### config.mk
export PLATFORM = sky130hd
export DESIGN_NAME = device_uart_rx
export DESIGN_NICKNAME = d
export VERILOG_FILES = /design/src/rtl/device_uart_rx_pkg.sv /design/src/rtl/uart_rx_baud_timer.sv /design/src/rtl/device_uart_rx.sv
export SDC_FILE = /design/constraint.sdc
export NUM_CORES = 1
export LEC_CHECK = 0
export ABC_AREA = 1
export CAP_MARGIN = 20
export CORE_MARGIN = 10
export CORE_UTILIZATION = 60
export CTS_BUF_LIST = sky130_fd_sc_hd__clkbuf_4
export CTS_CLUSTER_SIZE = 8
export DETAILED_ROUTE_END_ITERATION = 6
export PLACE_DENSITY = 0.81
export SYNTH_ARGS = -nofsm -noshare
export SYNTH_HDL_FRONTEND = slang
export SYNTH_SLANG_ARGS = --single-unit
### constraint.sdc
create_clock -name clk -period 2.1 [get_ports clk]
set_input_delay 0.42 -clock clk [delete_from_list [all_inputs] [get_ports clk]]
set_output_delay 0.42 -clock clk [all_outputs]
set_load 0.05 [all_outputs]
### src/rtl/device_uart_rx_pkg.sv
// Shared UART constants, receiver FSM encoding and received-frame payload.
package device_uart_rx_pkg;
  localparam int unsigned DATA_BITS            = 8;
  localparam int unsigned CLKS_PER_BIT_DEFAULT = 5200;

  typedef enum logic [2:0] {
    ST_IDLE      = 3'd0,
    ST_START     = 3'd1,
    ST_DATA      = 3'd2,
    ST_PARITY    = 3'd3,
    ST_STOP      = 3'd4,
    ST_WAIT_IDLE = 3'd5
  } rx_state_e;

  typedef struct packed {
    logic [DATA_BITS-1:0] data;
    logic                 parity_error;
    logic                 framing_error;
  } rx_result_t;
endpackage

### src/rtl/uart_rx_baud_timer.sv
// Bit-period counter: mid-bit tick for start validation, end-of-bit tick for sampling.
module uart_rx_baud_timer
  import device_uart_rx_pkg::*;
#(
  parameter int unsigned CLKS_PER_BIT = CLKS_PER_BIT_DEFAULT,
  parameter int unsigned SAMPLE_POINT = CLKS_PER_BIT / 2
) (
  input  logic clk,
  input  logic rst,
  input  logic clear,
  input  logic enable,
  output logic mid_tick_c,
  output logic end_tick_c
);
  localparam int unsigned CW = (CLKS_PER_BIT > 1) ? $clog2(CLKS_PER_BIT) : 1;

  logic [CW-1:0] count;

  // Counter rests at zero whenever the receiver is not timing a bit.
  always_ff @(posedge clk or negedge rst) begin
    if (!rst) begin
      count <= '0;
    end else if (clear || !enable || end_tick_c) begin
      count <= '0;
    end else begin
      count <= count + CW'(1);
    end
  end

  assign mid_tick_c = enable && (count == CW'(SAMPLE_POINT - 1));
  assign end_tick_c = enable && (count == CW'(CLKS_PER_BIT - 1));
endmodule

### src/rtl/device_uart_rx.sv
// UART receiver: 8 data bits LSB first, even parity, one stop bit, registered outputs.
module device_uart_rx
  import device_uart_rx_pkg::*;
#(
  parameter int unsigned CLKS_PER_BIT = CLKS_PER_BIT_DEFAULT,
  parameter int unsigned SAMPLE_POINT = CLKS_PER_BIT / 2
) (
  input  logic                 clk,
  input  logic                 rst,
  input  logic                 serialInputRx,
  output logic [DATA_BITS-1:0] dataReceived,
  output logic                 rxValid,
  output logic                 parityError,
  output logic                 framingError,
  output logic                 busyRx
);
  localparam int unsigned IW = $clog2(DATA_BITS);

  logic [1:0]           sync_q;
  logic                 rx_s;
  rx_state_e            state_q, state_d;
  logic [DATA_BITS-1:0] shift_q, shift_d;
  logic [IW-1:0]        bit_idx_q, bit_idx_d;
  logic                 parity_bit_q, parity_bit_d;
  rx_result_t           result_q, result_d;
  logic                 valid_q, valid_d;
  logic                 busy_q;
  logic                 timer_clear_c, timer_en_c, mid_tick_c, end_tick_c;

  assign rx_s       = sync_q[1];
  assign timer_en_c = (state_q != ST_IDLE) && (state_q != ST_WAIT_IDLE);

  uart_rx_baud_timer #(
    .CLKS_PER_BIT(CLKS_PER_BIT),
    .SAMPLE_POINT(SAMPLE_POINT)
  ) u_timer (
    .clk       (clk),
    .rst       (rst),
    .clear     (timer_clear_c),
    .enable    (timer_en_c),
    .mid_tick_c(mid_tick_c),
    .end_tick_c(end_tick_c)
  );

  // State, datapath and output registers.
  always_ff @(posedge clk or negedge rst) begin
    if (!rst) begin
      sync_q       <= 2'b11;
      state_q      <= ST_IDLE;
      shift_q      <= '0;
      bit_idx_q    <= '0;
      parity_bit_q <= 1'b0;
      result_q     <= '0;
      valid_q      <= 1'b0;
      busy_q       <= 1'b0;
    end else begin
      sync_q       <= {sync_q[0], serialInputRx};
      state_q      <= state_d;
      shift_q      <= shift_d;
      bit_idx_q    <= bit_idx_d;
      parity_bit_q <= parity_bit_d;
      result_q     <= result_d;
      valid_q      <= valid_d;
      busy_q       <= (state_d != ST_IDLE);
    end
  end

  // Next-state and next-datapath logic.
  always_comb begin
    state_d       = state_q;
    shift_d       = shift_q;
    bit_idx_d     = bit_idx_q;
    parity_bit_d  = parity_bit_q;
    result_d      = result_q;
    valid_d       = 1'b0;
    timer_clear_c = 1'b0;
    unique case (state_q)
      ST_IDLE: begin
        if (!rx_s) begin
          timer_clear_c = 1'b1;
          state_d       = ST_START;
        end
      end
      ST_START: begin
        if (mid_tick_c) begin
          if (!rx_s) begin
            timer_clear_c = 1'b1;
            bit_idx_d     = '0;
            state_d       = ST_DATA;
          end else begin
            state_d = ST_IDLE;
          end
        end
      end
      ST_DATA: begin
        if (end_tick_c) begin
          shift_d   = {rx_s, shift_q[DATA_BITS-1:1]};
          bit_idx_d = bit_idx_q + IW'(1);
          if (bit_idx_q == IW'(DATA_BITS - 1)) begin
            state_d = ST_PARITY;
          end
        end
      end
      ST_PARITY: begin
        if (end_tick_c) begin
          parity_bit_d = rx_s;
          state_d      = ST_STOP;
        end
      end
      ST_STOP: begin
        if (end_tick_c) begin
          result_d.data          = shift_q;
          result_d.parity_error  = ^{shift_q, parity_bit_q};
          result_d.framing_error = ~rx_s;
          valid_d                = 1'b1;
          // A low stop bit may be a break; wait for idle before hunting for a start bit.
          state_d                = rx_s ? ST_IDLE : ST_WAIT_IDLE;
        end
      end
      ST_WAIT_IDLE: begin
        if (rx_s) begin
          state_d = ST_IDLE;
        end
      end
      default: state_d = ST_IDLE;
    endcase
  end

  assign dataReceived = result_q.data;
  assign parityError  = result_q.parity_error;
  assign framingError = result_q.framing_error;
  assign rxValid      = valid_q;
  assign busyRx       = busy_q;
endmodule

==> impl_metrics.toml, run 1 <==
[status]
status = "completed"

[worst_setup_path]
path_buf_inv = 1
end_kind = "primary output"
worstPathCellList = "clkdlybuf4s50_1"
cp.required_ns = 1.68
startpoint_type = "register"
cp.arrival_ns = 1.54
crit_family = "buffers and inverters"
critPathSlowestCell = "clkdlybuf4s50_1"
criticalPathCategory = "register to primary output"
max_stage_delay_ns = 0.81
worstPathMaxFanout = 2

[hold_path]
holdCritPathClass = "register to register"

[clock_network]
htree_levels = 2
clk_path_buf_depth = 2
cts.sinks = 42
numCtsBuffers = 5
cts_resized = 0
clock_tree.root_cell = "clkbuf_4"
cts_tree = "done"
clk_pin_slew_ns = 0.12
clk_latency_ns = 0.36

[logic_synthesis]
yosys_warnings = 0
synthTopCellsByCount = "65 x nand2_1, 40 x dfrtp_1, 33 x inv_1"
syn_avg_cell_area_sq_um = 8.52
netlist.area_leader.share_pct = 47.0
synthTopCellsByArea = "dfrtp_1 47%, nand2_1 11%, inv_1 5.8%, o21ai_2 4.5%, nor2_1 3.7%"
yosys.area.top_type = "dfrtp_1"
synth-async-reset-ratio_pct = 100
syn_inst = 250
syn-cell-area_sq_mm = 0.00213
synth.net_count = 256
ys_seq_elements = 42
post-synth-top-count-cell = "nand2_1"
synth_ff_type = "dfrtp_1"
yosysSeqAreaShare_pct = 49.5
synth_cell_types = 29
synth_edf_count = 0

[global_route]
use_met1_pct = 17.3
grt-ovfl-total = 0
first_global_vias = 1549
met3_usage_pct = 3.38
top_usage_layer = "met2"
grt_pass1_wl_um = 6790
use_met2_pct = 20.3
gr-usage-all-layers_pct = 13.3
grt_max_degree = 18
antenna_found_initial = 0

[sta]
clock_skew_ns = 0.0134
setup_viol = 0
min_period_ns = 1.96
setup-tns-final_ns = 0
fmax_mhz = 509
tightest_slew_ns = 0.508
period_share_pct = 93.5
slew_viol_final = 0
maxSlewHeadroom_pct = 66.0
whs_ns = 0.364
rsz0062_at_grt = "no"
hold_violations = 0

[power_and_ir_drop]
finalPower_w = 0.00135
powerDensity_mw_per_mm2 = 564
leakage_nw = 1.18
ir_worst_vdd_mv = 0.476

[floorplanning]
rows = 21
die-area_sq_mm = 0.00633
fp.dieH_um = 79.6
die_w_um = 79.6
core_area_sq_mm = 0.00339
start_util_pct = 62.8
ioPinCount = 15

[final_layout]
antennaDiodeCount = 0
drive_gt1_share_pct = 14.7
syn_to_final_growth_pct = 12.6
nNetsFinal = 277
final_util_pct = 70.8
multi_input_area_sq_um = 911
area.sequential_sq_mm = 0.00105
final_cell_count_no_fill = 318
fillers = 258

[detailed_routing]
drc = 0
avgRoutedWirePerCell_um = 11.7
first_iter_violations = 98
drt_pre_antenna_iters = 4
num_vias = 1589
drt_wl_total_um = 3730
vias_per_cell = 5.00
ant_nets = 0

[placement]
hpwl_um = 2880
placed_cells = 309
place_congestion = 0.870
port-buffer-count = 14

[job]
maxCapViolations = 0
kinds of logic (layout without fill, tap and decap cells):
family                   count (synthesis)  after routing  synth area share (%)
AO/OA/AOI/OAI                           22             22                  7.40
flip-flops                              42             42                  49.5
adder cells (fa/ha/maj)                  3              3                  1.76
buffers and inverters                   39             61                  7.76
AND/OR/NAND/NOR                        132            132                  28.7
XOR/XNOR                                12             12                  4.94
power by group:
part	leakage (nW)	internal, W	switching, W
sequential	0.560	0.000812	0.00000201
combinational	0.581	0.00000635	0.0000167
clock	0.0433	0.000261	0.000254
total	1.18	0.00108	0.000273
timing repair:
| action | 4_1_cts | 5_1_grt |
|---|---|---|
| hold endpoints to repair | 12 | 0 |
| hold buffers | 1 | 0 |
| setup buffers | 0 | 0 |
worst paths after layout:
path	start	to	slack, ns	depth (start not counted)
setup / recovery	dataReceived[5]	dataReceived[5]	0.14	1
hold / removal	sync_q[0]	sync_q[1]	0.36	0
setup reg to reg	u_timer.count[0]	bit_idx_q[0]	0.26	9
hold reg to reg	sync_q[0]	sync_q[1]	0.36	0
max in group asynchronous	rst	sync_q[1]	1.09	3
min in group asynchronous	rst	dataReceived[7]	0.45	2
area by class of cell:
| cell class | count | area share [%] |
|---|---|---|
| clock buffer | 6 | 1.88 |
| clock inverter | 2 | 1.41 |
| inverter | 36 | 5.74 |
| multi-input combinational | 169 | 38.0 |
| sequential | 42 | 43.9 |
| tap | 46 | 2.40 |
| timing repair buffer | 17 | 6.68 |
through the flow:
step                      cell area, sq um  setup WS, ns
final                                 2400         0.136
after detailed placement              2310         0.309
after CTS                             2400         0.128
after global placement                2310         0.364
after floorplan                       2130         0.629
after global routing                  2400        0.0667
registers in the layout, indices dropped and copies added (netlist names):
| name | count |
|---|---|
| bit_idx_q | 3 |
| busyRx | 1 |
| dataReceived | 8 |
| framingError | 1 |
| parityError | 1 |
| parity_bit_q | 1 |
| rxValid | 1 |
| shift_q | 8 |
| state_q | 3 |
| sync_q | 2 |
| u_timer.count | 13 |
metal layers:
| layer | wire length, um | vias to the layer above |
|---|---|---|
| li1 | - | 833 |
| met2 | 1610 | 31 |
| met1 | 1830 | 717 |
| met4 | 73 | 0 |
| met5 | 0 | - |
| met3 | 227 | 8 |
layout by cell type (no fill, tap or decap), types with 3 or more instances in the layout:
master           count
o21ai_2             11
xnor2_1              4
clkdlybuf4s50_1     13
nor3b_1              3
dfrtp_1             40
nor2_2               4
xor2_1               8
nand4_1              6
inv_1               33
nand3_1             15
a21oi_1              5
nand2_1             65
nand3_2              3
clkbuf_4             6
nor3_1               8
nor2_1              21
ha_1                 3
worst reg2reg max path: stages (launching register included):
cell	delay (ns)
dfrtp_1	0.39
ha_1	0.21
nand3_2	0.14
inv_1	0.14
nand2_1	0.08
nor2_2	0.16
nand2_2	0.24
nand2_2	0.19
o21ai_1	0.08
o21a_1	0.10
Power figures use the tool's default switching activity.
==> run 2: changes to the inputs <==
SLEW_MARGIN = 20   (was not set)
==> results of run 2 <==
No change in the layout: final DEF, timing and power equal those of run 1.
